[src/rtl/regfile_ctrl_pkg.sv]
// regfile_ctrl_pkg
// Shared definitions for the register-file controller: default widths,
// opcode encodings and the FSM state encoding.
package regfile_ctrl_pkg;

    localparam int DATA_WIDTH = 8;
    localparam int ADDR_WIDTH = 4;

    localparam logic [2:0] OP_ADD = 3'b000;
    localparam logic [2:0] OP_SUB = 3'b001;
    localparam logic [2:0] OP_AND = 3'b010;
    localparam logic [2:0] OP_OR  = 3'b011;
    localparam logic [2:0] OP_XOR = 3'b100;
    localparam logic [2:0] OP_MOV = 3'b101;
    localparam logic [2:0] OP_LDI = 3'b110;
    localparam logic [2:0] OP_SHL = 3'b111;

    typedef enum logic [1:0] {
        ST_IDLE = 2'd0,
        ST_READ = 2'd1,
        ST_EXEC = 2'd2,
        ST_WB   = 2'd3
    } state_e;

endpackage

[src/rtl/regfile_alu.sv]
// regfile_alu
// Combinational ALU for the register-file controller.
// Ports:
//   op      in   3-bit opcode (see regfile_ctrl_pkg)
//   a, b    in   operands
//   imm     in   immediate (LDI)
//   result  out  result modulo 2^DW
//   carry   out  ADD carry-out, SUB borrow, SHL shifted-out bit, else 0
module regfile_alu
    import regfile_ctrl_pkg::*;
#(
    parameter int DW = DATA_WIDTH
) (
    input  logic [2:0]    op,
    input  logic [DW-1:0] a,
    input  logic [DW-1:0] b,
    input  logic [DW-1:0] imm,
    output logic [DW-1:0] result,
    output logic          carry
);

    // One extra bit: top bit of sum is carry, top bit of difference is borrow.
    logic [DW:0] sum;
    logic [DW:0] diff;

    assign sum  = {1'b0, a} + {1'b0, b};
    assign diff = {1'b0, a} - {1'b0, b};

    always_comb begin
        result = '0;
        carry  = 1'b0;
        case (op)
            OP_ADD: begin result = sum[DW-1:0];  carry = sum[DW];  end
            OP_SUB: begin result = diff[DW-1:0]; carry = diff[DW]; end
            OP_AND: result = a & b;
            OP_OR:  result = a | b;
            OP_XOR: result = a ^ b;
            OP_MOV: result = a;
            OP_LDI: result = imm;
            OP_SHL: begin result = {a[DW-2:0], 1'b0}; carry = a[DW-1]; end
            default: ;
        endcase
    end

endmodule

[src/rtl/regfile_controller.sv]
// regfile_controller
// Accepts one register-to-register instruction per handshake, reads two
// operands from register_file, runs the ALU and writes the result back.
// Fixed 4-cycle sequence IDLE -> READ -> EXEC -> WB.
// Ports:
//   clk, rst                       clock, synchronous active-high reset
//   instr_valid/instr_ready        instruction handshake
//   op, rd, ra, rb, imm            instruction fields
//   A_sel, B_sel / A, B            register_file read ports
//   replaceSel/Data/En             register_file write port
//   done                           pulse coincident with the write
//   result, carry, zero            last computed result and flags
module regfile_controller
    import regfile_ctrl_pkg::*;
#(
    parameter int DW = DATA_WIDTH,
    parameter int AW = ADDR_WIDTH
) (
    input  logic          clk,
    input  logic          rst,
    input  logic          instr_valid,
    output logic          instr_ready,
    input  logic [2:0]    op,
    input  logic [AW-1:0] rd,
    input  logic [AW-1:0] ra,
    input  logic [AW-1:0] rb,
    input  logic [DW-1:0] imm,
    output logic [AW-1:0] A_sel,
    output logic [AW-1:0] B_sel,
    input  logic [DW-1:0] A,
    input  logic [DW-1:0] B,
    output logic [AW-1:0] replaceSel,
    output logic [DW-1:0] replaceData,
    output logic          replaceEn,
    output logic          done,
    output logic [DW-1:0] result,
    output logic          carry,
    output logic          zero
);

    state_e        state_q, state_d;
    logic [2:0]    op_q, op_d;
    logic [AW-1:0] rd_q, rd_d;
    logic [DW-1:0] imm_q, imm_d;
    logic [AW-1:0] a_sel_q, a_sel_d;
    logic [AW-1:0] b_sel_q, b_sel_d;
    logic [DW-1:0] a_q, a_d;
    logic [DW-1:0] b_q, b_d;
    logic [DW-1:0] result_q, result_d;
    logic          carry_q, carry_d;
    logic          zero_q, zero_d;
    logic [AW-1:0] wsel_q, wsel_d;
    logic [DW-1:0] wdata_q, wdata_d;

    logic [DW-1:0] alu_result;
    logic          alu_carry;

    regfile_alu #(.DW(DW)) u_alu (
        .op     (op_q),
        .a      (a_q),
        .b      (b_q),
        .imm    (imm_q),
        .result (alu_result),
        .carry  (alu_carry)
    );

    always_comb begin
        state_d  = state_q;
        op_d     = op_q;
        rd_d     = rd_q;
        imm_d    = imm_q;
        a_sel_d  = a_sel_q;
        b_sel_d  = b_sel_q;
        a_d      = a_q;
        b_d      = b_q;
        result_d = result_q;
        carry_d  = carry_q;
        zero_d   = zero_q;
        wsel_d   = wsel_q;
        wdata_d  = wdata_q;
        case (state_q)
            ST_IDLE: begin
                // Ready is implied in IDLE; rst overrides in the register.
                if (instr_valid) begin
                    op_d    = op;
                    rd_d    = rd;
                    imm_d   = imm;
                    a_sel_d = ra;
                    b_sel_d = rb;
                    state_d = ST_READ;
                end
            end
            ST_READ: begin
                a_d     = A;
                b_d     = B;
                state_d = ST_EXEC;
            end
            ST_EXEC: begin
                result_d = alu_result;
                carry_d  = alu_carry;
                zero_d   = (alu_result == '0);
                wsel_d   = rd_q;
                wdata_d  = alu_result;
                state_d  = ST_WB;
            end
            ST_WB:   state_d = ST_IDLE;
            default: state_d = ST_IDLE;
        endcase
    end

    always_ff @(posedge clk) begin
        if (rst) begin
            state_q  <= ST_IDLE;
            op_q     <= '0;
            rd_q     <= '0;
            imm_q    <= '0;
            a_sel_q  <= '0;
            b_sel_q  <= '0;
            a_q      <= '0;
            b_q      <= '0;
            result_q <= '0;
            carry_q  <= 1'b0;
            zero_q   <= 1'b0;
            wsel_q   <= '0;
            wdata_q  <= '0;
        end else begin
            state_q  <= state_d;
            op_q     <= op_d;
            rd_q     <= rd_d;
            imm_q    <= imm_d;
            a_sel_q  <= a_sel_d;
            b_sel_q  <= b_sel_d;
            a_q      <= a_d;
            b_q      <= b_d;
            result_q <= result_d;
            carry_q  <= carry_d;
            zero_q   <= zero_d;
            wsel_q   <= wsel_d;
            wdata_q  <= wdata_d;
        end
    end

    // Gated by rst so a reset landing in WB cannot commit a partial write,
    // and so ready is low for the whole reset interval.
    assign instr_ready = (state_q == ST_IDLE) && !rst;
    assign replaceEn   = (state_q == ST_WB) && !rst;
    assign done        = replaceEn;

    assign A_sel       = a_sel_q;
    assign B_sel       = b_sel_q;
    assign replaceSel  = wsel_q;
    assign replaceData = wdata_q;
    assign result      = result_q;
    assign carry       = carry_q;
    assign zero        = zero_q;

endmodule

[config.mk]
export PLATFORM = sky130hd
export DESIGN_NAME = regfile_controller
export DESIGN_NICKNAME = d
export VERILOG_FILES = /design/src/rtl/regfile_ctrl_pkg.sv /design/src/rtl/regfile_alu.sv /design/src/rtl/regfile_controller.sv
export SDC_FILE = /design/constraint.sdc
export NUM_CORES = 1
export LEC_CHECK = 0
export ABC_AREA = 1
export BUFFER_PORTS_ARGS = -buffer_cell sky130_fd_sc_hd__buf_2
export CAP_MARGIN = 40
export CORE_ASPECT_RATIO = 0.5
export CORE_MARGIN = 1
export CORE_UTILIZATION = 55
export CTS_CLUSTER_SIZE = 28
export DETAILED_ROUTE_END_ITERATION = 10
export GPL_TIMING_DRIVEN = 0
export PLACE_DENSITY = 0.89
export SYNTH_ARGS = -nofsm -noshare
export SYNTH_HDL_FRONTEND = slang
export SYNTH_SLANG_ARGS = --single-unit
[constraint.sdc]
create_clock -name clk -period 2.4 [get_ports clk]
set_input_delay 0.12 -clock clk [delete_from_list [all_inputs] [get_ports clk]]
set_output_delay 0.12 -clock clk [all_outputs]
set_load 0.05 [all_outputs]
== Word-level counts from Yosys, hierarchy flattened ==
Index checks and enable logic that the tools add are counted.
Storage, ports and cells
  input bits: 42
  bits in registers: 55
  word-level logic and storage cells: 39
Cells by class
  reduce and logical (&&, ||, !) cells: 7
  bitwise logic cells: 3
  mux-type cells: 4
  $add $sub $neg: 2
  equal/unequal tests: 11
Operators with widths (count)
  one-hot mux 8 bit (8 select lines): 1
  == test 3 bit (second input constant): 4
  adder 8 x 8 -> 9 bit: 1
  subtractor 8 x 8 -> 9 bit: 1
  AND 8 bit: 1
  logical NOT 8 bit: 1
  OR 8 bit: 1
  one-hot mux 2 bit (4 select lines): 1
  bitwise XOR 8 bit: 1
  == test 3 x 2 -> 1 bit (second input constant): 2
  == test 2 bit (second input constant): 2
  == test 3 x 1 -> 1 bit (second input constant): 1
  logical NOT 3 bit: 1
  one-hot mux 1 bit (3 select lines): 1
  == test 2 x 1 -> 1 bit (second input constant): 1
  logical AND 1 bit: 2
  logical NOT 2 bit: 1
  two-way mux 2 bit: 1
  != test 2 bit (second input constant): 1
  AND reduction 2 bit: 1
  logical NOT 1 bit: 1

== Depth between registers and ports, before layout ==
Gate-level depths: netlist of the first run.
  depth after elaboration: 3
  depth in mapped cells: 14
  depth with buffers taken out: 13

== By module ==
Synthesis of the first run repeated with hierarchy kept, for this count alone.
Unflattened totals
  cell total of the unflattened synthesis: 509
  area, all modules: 3400.8 µm²
Modules (own cells, without submodules)
  regfile_controller: seq. area each 1101.1 µm², cells each 263, area an instance 2069.5 µm², instances 1
  regfile_alu: seq. area each 0.0 µm², cells each 246, area an instance 1331.3 µm², instances 1

== Least setup slack after synthesis of the first run ==
Ideal clock, no wire load.
  path type: register to register
  start: register a_q[0]
  end: register zero_q (netlist: zero)
  data required time: 2.330 ns
  path buffers: 0
  slack: 0.583 ns
  stages on the path, launching flop included: 13
  arrival: 1.747 ns
  cell sequence: dfxtp_1 > inv_1 > ha_1 > fa_1 > inv_1 > nand3_1 > nand3_1 > nand2_1 > nand3_1 > nand3_1 > nor2_1 > nand4_1 > a21oi_1
On the way
  longest elaborated chain between the ends: 3
RTL lines
  from (decl): RTL line regfile_controller.sv:47  | logic [DW-1:0] a_q, a_d;
  from (signal assigned): RTL line regfile_controller.sv:119  | a_q <= '0;
  from (signal assigned): RTL line regfile_controller.sv:133  | a_q <= a_d;
  subtractor 8 x 8 -> 9 bit, or another cell as far along: RTL line regfile_alu.sv:27  | assign diff = {1'b0, a} - {1'b0, b};
  one-hot mux 8 bit (8 select lines) (*): RTL line regfile_alu.sv:32  | case (op)
  logical NOT 8 bit (*): RTL line regfile_controller.sv:101  | zero_d = (alu_result == '0);
  to (signal assigned): RTL line regfile_controller.sv:137  | zero_q <= zero_d;
  to (decl): RTL line regfile_controller.sv:51  | logic zero_q, zero_d;
Every way passes the cells marked *; elsewhere a longest branch is shown, timed or not.
A chain may end at the register's enable or synchronous reset.

== Worst setup path after layout of the first run ==
Same ends and word-level chain as after synthesis.

==> results.py, run 1 <==
metrics = {
    "outcome": {
        "status": "finished, final reports clean",
    },
    "floorplan": {
        "initial_core_util_pct": 57.3,
        "core_um2": 6080,
        "fp.dieH_um": 58.3,
        "num_rows": 20,
        "io_pins": 75,
        "die_x_um": 115,
        "dieArea_um2": 6680,
    },
    "drt": {
        "routed_via_density": 5.37,
        "vias": 3745,
        "first_pass_iters": 6,
        "drtIter0Drc": 347,
        "avgRoutedWirePerCell_um": 13.9,
        "ant_nets": 0,
        "drc": 0,
        "routed_wl_mm": 9.72,
    },
    "finish": {
        "final_net_count": 682,
        "final_common_cell": "nand2_1",
        "most-common-layout-cells": "nand2_1, nor2_1, buf_2, o21ai_0, inv_1",
        "drive_gt1_share_pct": 19.2,
        "multiInputGateArea_um2": 1970,
        "seq_area_um2": 1100,
        "n_antenna_cell": 0,
        "area_growth_syn_to_layout_pct": 18.7,
        "num-fill-cells": 568,
    },
    "critical_path": {
        "arrival_ns": 2.49,
        "required_ns": 2.63,
        "worstReg2RegEnd": "zero",
        "crit_chain": "inv_1 > ha_1 > fa_1 > inv_1 > nand3_1 > nand3_1 > nand2_1 > nand3_1 > nand3_2 > nor2_1 > nand4_1 > a21oi_1",
        "crit_path_frequent_cell": "nand3_1",
        "critPathMaxStageDelay_ns": 0.44,
        "worstSetupPathType": "reg2reg",
        "critical-path-top-delay-family": "simple AND/OR/NAND/NOR gates",
        "critPathMaxFanout": 4,
        "critical_path.startpoint": "a_q[0]",
        "r2r-start": "a_q[0]",
        "rrSetupSlack_ns": 0.14,
        "worst_r2r_path_depth": 12,
        "crit_cells": 12,
        "end_kind": "register",
        "worst-path-buf-inv": 2,
        "start_kind": "register",
        "slowest_stage": "fa_1",
        "cp-endpoint": "zero",
    },
    "timing": {
        "period_share_pct": 94.3,
        "min_period_ns": 2.26,
        "final_max_slew_viol_count": 0,
        "setup_violations": 0,
        "fin_tns_setup_ns": 0,
        "finalHoldViolations": 0,
        "final.setup_skew_ns": 0.00342,
        "rsz0062_at_grt": "no",
        "relSlewSlack_pct": 60.0,
        "fmax_mhz": 442,
        "timing_worst_slew_pin_value_ns": 0.600,
    },
    "grt": {
        "grt_max_degree": 19,
        "grt_pass1_vias": 3336,
        "antenna_found_initial": 0,
        "grtUsageTotal_pct": 31.2,
        "grt_pass1_wl_mm": 15.9,
        "grt_overflow_total": 0,
    },
    "power_and_ir_drop": {
        "leakage_uw": 0.00209,
        "p_per_area_nw_per_um2": 1390,
        "irDropWorstVdd_mv": 0.786,
        "totalPowerFinal_uw": 5730,
    },
    "placement": {
        "io_buffer_count": 74,
        "gp_congestion": 0.939,
        "dp_hpwl_mm": 7.30,
    },
    "cts": {
        "clock_latency_ns": 0.30,
        "cts_made_buffers": 5,
        "clock_path_buffers": 2,
        "holdBufCountCts": 0,
        "postCtsSetupBuffers": 0,
        "post_cts_resized": 0,
        "cts_max_level": 2,
        "clock-root-buffer": "clkbuf_16",
        "clk_pin_slew_ns": 0.08,
        "cts.sinks": 55,
        "cts_tree": "built",
    },
    "logic_synthesis": {
        "synth.top_cells.by_area": "dfxtp_1, nand2_1, ha_1",
        "syn_inst": 528,
        "synthDistinctLibCells": 29,
        "post-synth-top-area-cell": "dfxtp_1",
        "syn_avg_cell_area_um2": 6.60,
        "synth.cell_area_um2": 3480,
        "synth-seq-cells": 55,
        "syn_nets": 601,
        "synth_top_area_share_pct": 31.6,
        "yosysWarnings": 0,
        "ys_seq_area_share_pct": 31.6,
    },
    "hold_path": {
        "hold_class": "in2reg",
    },
    "flow_run": {
        "max-cap-violations": 0,
    },
}
state kept, by name, indices dropped and copies added (netlist names):
name and cells:
B_sel 4, a_q 8, rd_q 4, b_q 8, imm_q 8, replaceSel 4, state_q 2, replaceData 8
zero 1, carry 1, op_q 3, A_sel 4
layout make-up:
cell class | count | share of cell area [%]
buffer | 31 | 4.11
clock buffer | 6 | 3.36
clock inverter | 2 | 0.454
inverter | 66 | 6.05
multi-input combinational | 376 | 47.7
sequential | 55 | 26.7
tap | 88 | 2.66
timing repair buffer | 74 | 8.96
worst min path at each step:
stage / from / to / slack, ns / cells after the start
6_report: imm[7] / imm_q[7] / 0.07 / 3
5_1_grt: rst / replaceData[0] / 0.08 / 2
4_1_cts: imm[7] / imm_q[7] / 0.07 / 3
3_5_place_dp: imm[7] / imm_q[7] / 0.38 / 3
3_3_place_gp: ra[0] / A_sel[0] / 0.37 / 3
2_1_floorplan: rst / carry / 0.19 / 1
layer usage:
layer	share of wire (%)	vias to the layer above	track usage, %
met5	0	-	0
met4	0.96	0	7.61
met3	8.3	9	4.39
met2	43	155	51.0
met1	47	1737	43.9
li1	-	1844	-
cell families (layout without fill, tap and decap cells):
kind of cell             after synthesis  after routing  share of synthesized area [%]
buffers and inverters                 97            179                           12.1
AO/OA/AOI/OAI                        107            107                           15.6
adder cells (fa/ha/maj)               31             31                           11.6
XOR/XNOR                               1              1                          0.251
AND/OR/NAND/NOR                      237            237                           28.9
flip-flops                            55             55                           31.6
Yosys cell counts:
master and count:
nand2_1 98, nor2_1 81, o21ai_0 60, inv_1 58, dfxtp_1 55, a21oi_1 39
nand3_1 32, ha_1 29, clkbuf_1 15, nand4_1 13, buf_4 11, inv_2 6
buf_2 4, nor3_1 4, o21ai_1 4, nand3_2 3, fa_1 2, nor2_2 2
o211ai_1 2, a211oi_1 1, and2_1 1, buf_6 1, clkinv_1 1, inv_4 1
nand2_2 1, nor2_4 1, o22ai_1 1, or2_1 1, xor2_1 1
stage by stage:
stage / worst slack, ns / util (%) / area (um2) / std cells / hold WS [ns]
after floorplan: 0.583 / - / 3480 / 528 / 0.189
after global placement: 0.129 / 65.2 / 3960 / 690 / 0.370
after detailed placement: 0.0968 / 65.2 / 3960 / 690 / 0.376
after CTS: 0.0871 / 67.8 / 4120 / 698 / 0.0706
after global routing: 0.00423 / 68.0 / 4140 / 698 / 0.0813
final: 0.138 / 68.0 / 4140 / 698 / 0.0661
power by group:
group / leakage (uW) / switching (uW) / total [uW] / internal, uW
combinational: 0.00156 / 2470 / 3500 / 1030
sequential: 0.000454 / 225 / 1440 / 1220
clock: 0.0000750 / 366 / 790 / 424
worst reg2reg max path: stages, from the launching register on:
cell	delay, ns
dfxtp_2	0.38
inv_1	0.09
ha_1	0.25
fa_1	0.44
inv_1	0.11
nand3_1	0.11
nand3_1	0.14
nand2_1	0.06
nand3_1	0.12
nand3_2	0.14
nor2_1	0.12
nand4_1	0.10
a21oi_1	0.15
No activity file was read; power rests on OpenSTA's default activity.
==> run 2, diff against run 1 <==
- HOLD_SLACK_MARGIN: not set -> 0.03
- SETUP_SLACK_MARGIN: not set -> 0.5
==> run 2 against run 1 <==
  * Final area grew 12%
  * Maximum frequency is 14% higher
  * Clock skew up 0.0014 ns
  * Via count increased by 5.8%
  * Hold slack worse by 0.00057 ns
  * Sequential share of layout area is 2.3 points lower
  * Cell count up 2.3%
  * Clock power rose by 0.8%
==> results.py, run 2 (synthesis gave the netlist of run 1 again) <==
metrics = {
    "outcome": {
        "status": "finished, final reports clean",
    },
    "floorplan": {
        "core_um2": 6080,
        "dieArea_um2": 6680,
        "io_pins": 75,
        "num_rows": 20,
        "initial_core_util_pct": 57.3,
        "die_x_um": 115,
        "fp.dieH_um": 58.3,
    },
    "cts": {
        "cts_max_level": 2,
        "clock_path_buffers": 2,
        "clock_latency_ns": 0.30,
        "clock-root-buffer": "clkbuf_16",
        "holdBufCountCts": 0,
        "cts.sinks": 55,
        "cts_made_buffers": 5,
        "cts_tree": "built",
        "clk_pin_slew_ns": 0.08,
    },
    "timing": {
        "relSlewSlack_pct": 59.1,
        "fmax_mhz": 504,
        "timing_worst_slew_pin_value_ns": 0.614,
        "final.setup_skew_ns": 0.00481,
        "min_period_ns": 1.98,
        "finalHoldViolations": 0,
        "final_max_slew_viol_count": 0,
        "setup_violations": 0,
        "setup_slack_ns": 0.415,
        "rsz0062_at_grt": "yes",
        "period_share_pct": 82.7,
        "fin_tns_setup_ns": 0,
    },
    "placement": {
        "pre_cts_slack_ns": 0.0968,
        "io_buffer_count": 74,
        "gp_congestion": 0.939,
        "dp_hpwl_mm": 7.30,
        "numPlacedInstances": 690,
    },
    "hold_path": {
        "hold_class": "in2reg",
    },
    "grt": {
        "grt_max_degree": 19,
        "grt_pass1_wl_mm": 16.6,
        "grt_overflow_total": 0,
        "antenna_found_initial": 0,
        "grt_pass1_vias": 3509,
        "grtUsageTotal_pct": 32.4,
    },
    "finish": {
        "final_net_count": 698,
        "drive_gt1_share_pct": 34.2,
        "final_common_cell": "nand2_1",
        "area_growth_syn_to_layout_pct": 33.2,
        "most-common-layout-cells": "nand2_1, buf_2, nor2_1, o21ai_0, dfxtp_1",
        "fin_util_pct": 76.3,
        "layout.cells.non_filler": 714,
        "num-fill-cells": 464,
        "n_antenna_cell": 0,
    },
    "drt": {
        "ant_nets": 0,
        "avgRoutedWirePerCell_um": 15.6,
        "vias": 3964,
        "drtIter0Drc": 446,
        "routed_wl_mm": 11.1,
        "drc": 0,
        "routed_via_density": 5.55,
        "first_pass_iters": 5,
    },
    "power_and_ir_drop": {
        "totalPowerFinal_uw": 6950,
        "irDropWorstVdd_mv": 0.766,
        "combinationalPowerShare_pct": 67.2,
        "internal_power_uw": 3310,
        "sequentialPowerShare_pct": 21.4,
        "power_switching_uw": 3640,
        "swShare_pct": 52.4,
        "clkPwrFrac_pct": 11.5,
        "leakage_uw": 0.00225,
        "p_per_area_nw_per_um2": 1500,
    },
    "critical_path": {
        "arrival_ns": 2.22,
        "critPathMaxStageDelay_ns": 0.38,
        "end_kind": "register",
        "rrSetupSlack_ns": 0.42,
        "crit_chain": "inv_4 > ha_4 > fa_2 > inv_2 > nand2_2 > nand2_2 > nand2_1 > nand3_1 > nand4_1 > nor2_1 > nand4_1 > a21oi_1",
        "start_kind": "register",
        "required_ns": 2.64,
        "worstSetupPathType": "reg2reg",
        "slowest_stage": "dfxtp_4",
        "critPathMaxFanout": 3,
    },
    "flow_run": {
        "max-cap-violations": 0,
    },
}
## run 2: changes by cell type in the layout (fill, tap and decap cells not counted), sizes merged
cell,before,now
buf,90,106
## run 2: repair_timing
| item | CTS | global route |
|---|---|---|
| resized for setup | 62 | 66 |
| pin swaps | 11 | 24 |
| buffers inserted | 8 | 7 |
| endpoints found under the setup margin | 6 | 16 |
| cloned | 0 | 1 |
## run 2: power groups by stage
| stage | registers (uW) | logic [uW] | clock network, uW |
|---|---|---|---|
| floorplan | 1790 | 2200 | 0 |
| global placement | 1440 | 3340 | 0 |
| detailed placement | 1450 | 3380 | 0 |
| CTS | 1460 | 3920 | 787 |
| global route | 1520 | 5010 | 825 |
| finish | 1490 | 4670 | 796 |
## run 2: layout make-up
cell class	count	area (um2)	area share, %
plain buffers	31	208	4.48
clock buffers	6	139	2.99
clock inverters	2	18.8	0.405
inverters	66	258	5.56
multi-input cells	376	2270	49.0
flip-flops and latches	55	1130	24.4
well taps	88	110	2.37
repair buffers	90	502	10.8
## run 2: critical path, delay by kind of cell, from the launching register on
| kind | cells | cell delay, ns |
|---|---|---|
| simple gates | 7 | 0.73 |
| buf+inv | 2 | 0.14 |
| compound gates | 1 | 0.14 |
| flops | 1 | 0.38 |
| fa+ha+maj | 2 | 0.52 |
## run 2: final timing paths
| path | cells after the start | from | end |
|---|---|---|---|
| hold / removal | 3 | imm[7] | imm_q[7] |
| setup / recovery | 12 | a_q[0] | zero |
| hold reg to reg | 2 | replaceData[0] | replaceData[0] |
| setup reg to reg | 12 | a_q[0] | zero |
## run 2: per-stage QoR
step,area [um2],hold WS (ns)
global placement,3960,0.370
global route,4640,0.0792
floorplan,3480,0.189
detailed placement,3960,0.376
finish,4640,0.0656
CTS,4370,0.0706
## run 2: layer usage
layer | vias up | wire length (um) | global-route usage [%] | part of all wire [%]
met5 | - | 0 | 0 | 0
met3 | 26 | 1200 | 6.49 | 11
met1 | 1829 | 4770 | 43.6 | 43
li1 | 1885 | - | - | -
met2 | 224 | 4920 | 52.8 | 44
met4 | 0 | 232 | 10.4 | 2.1
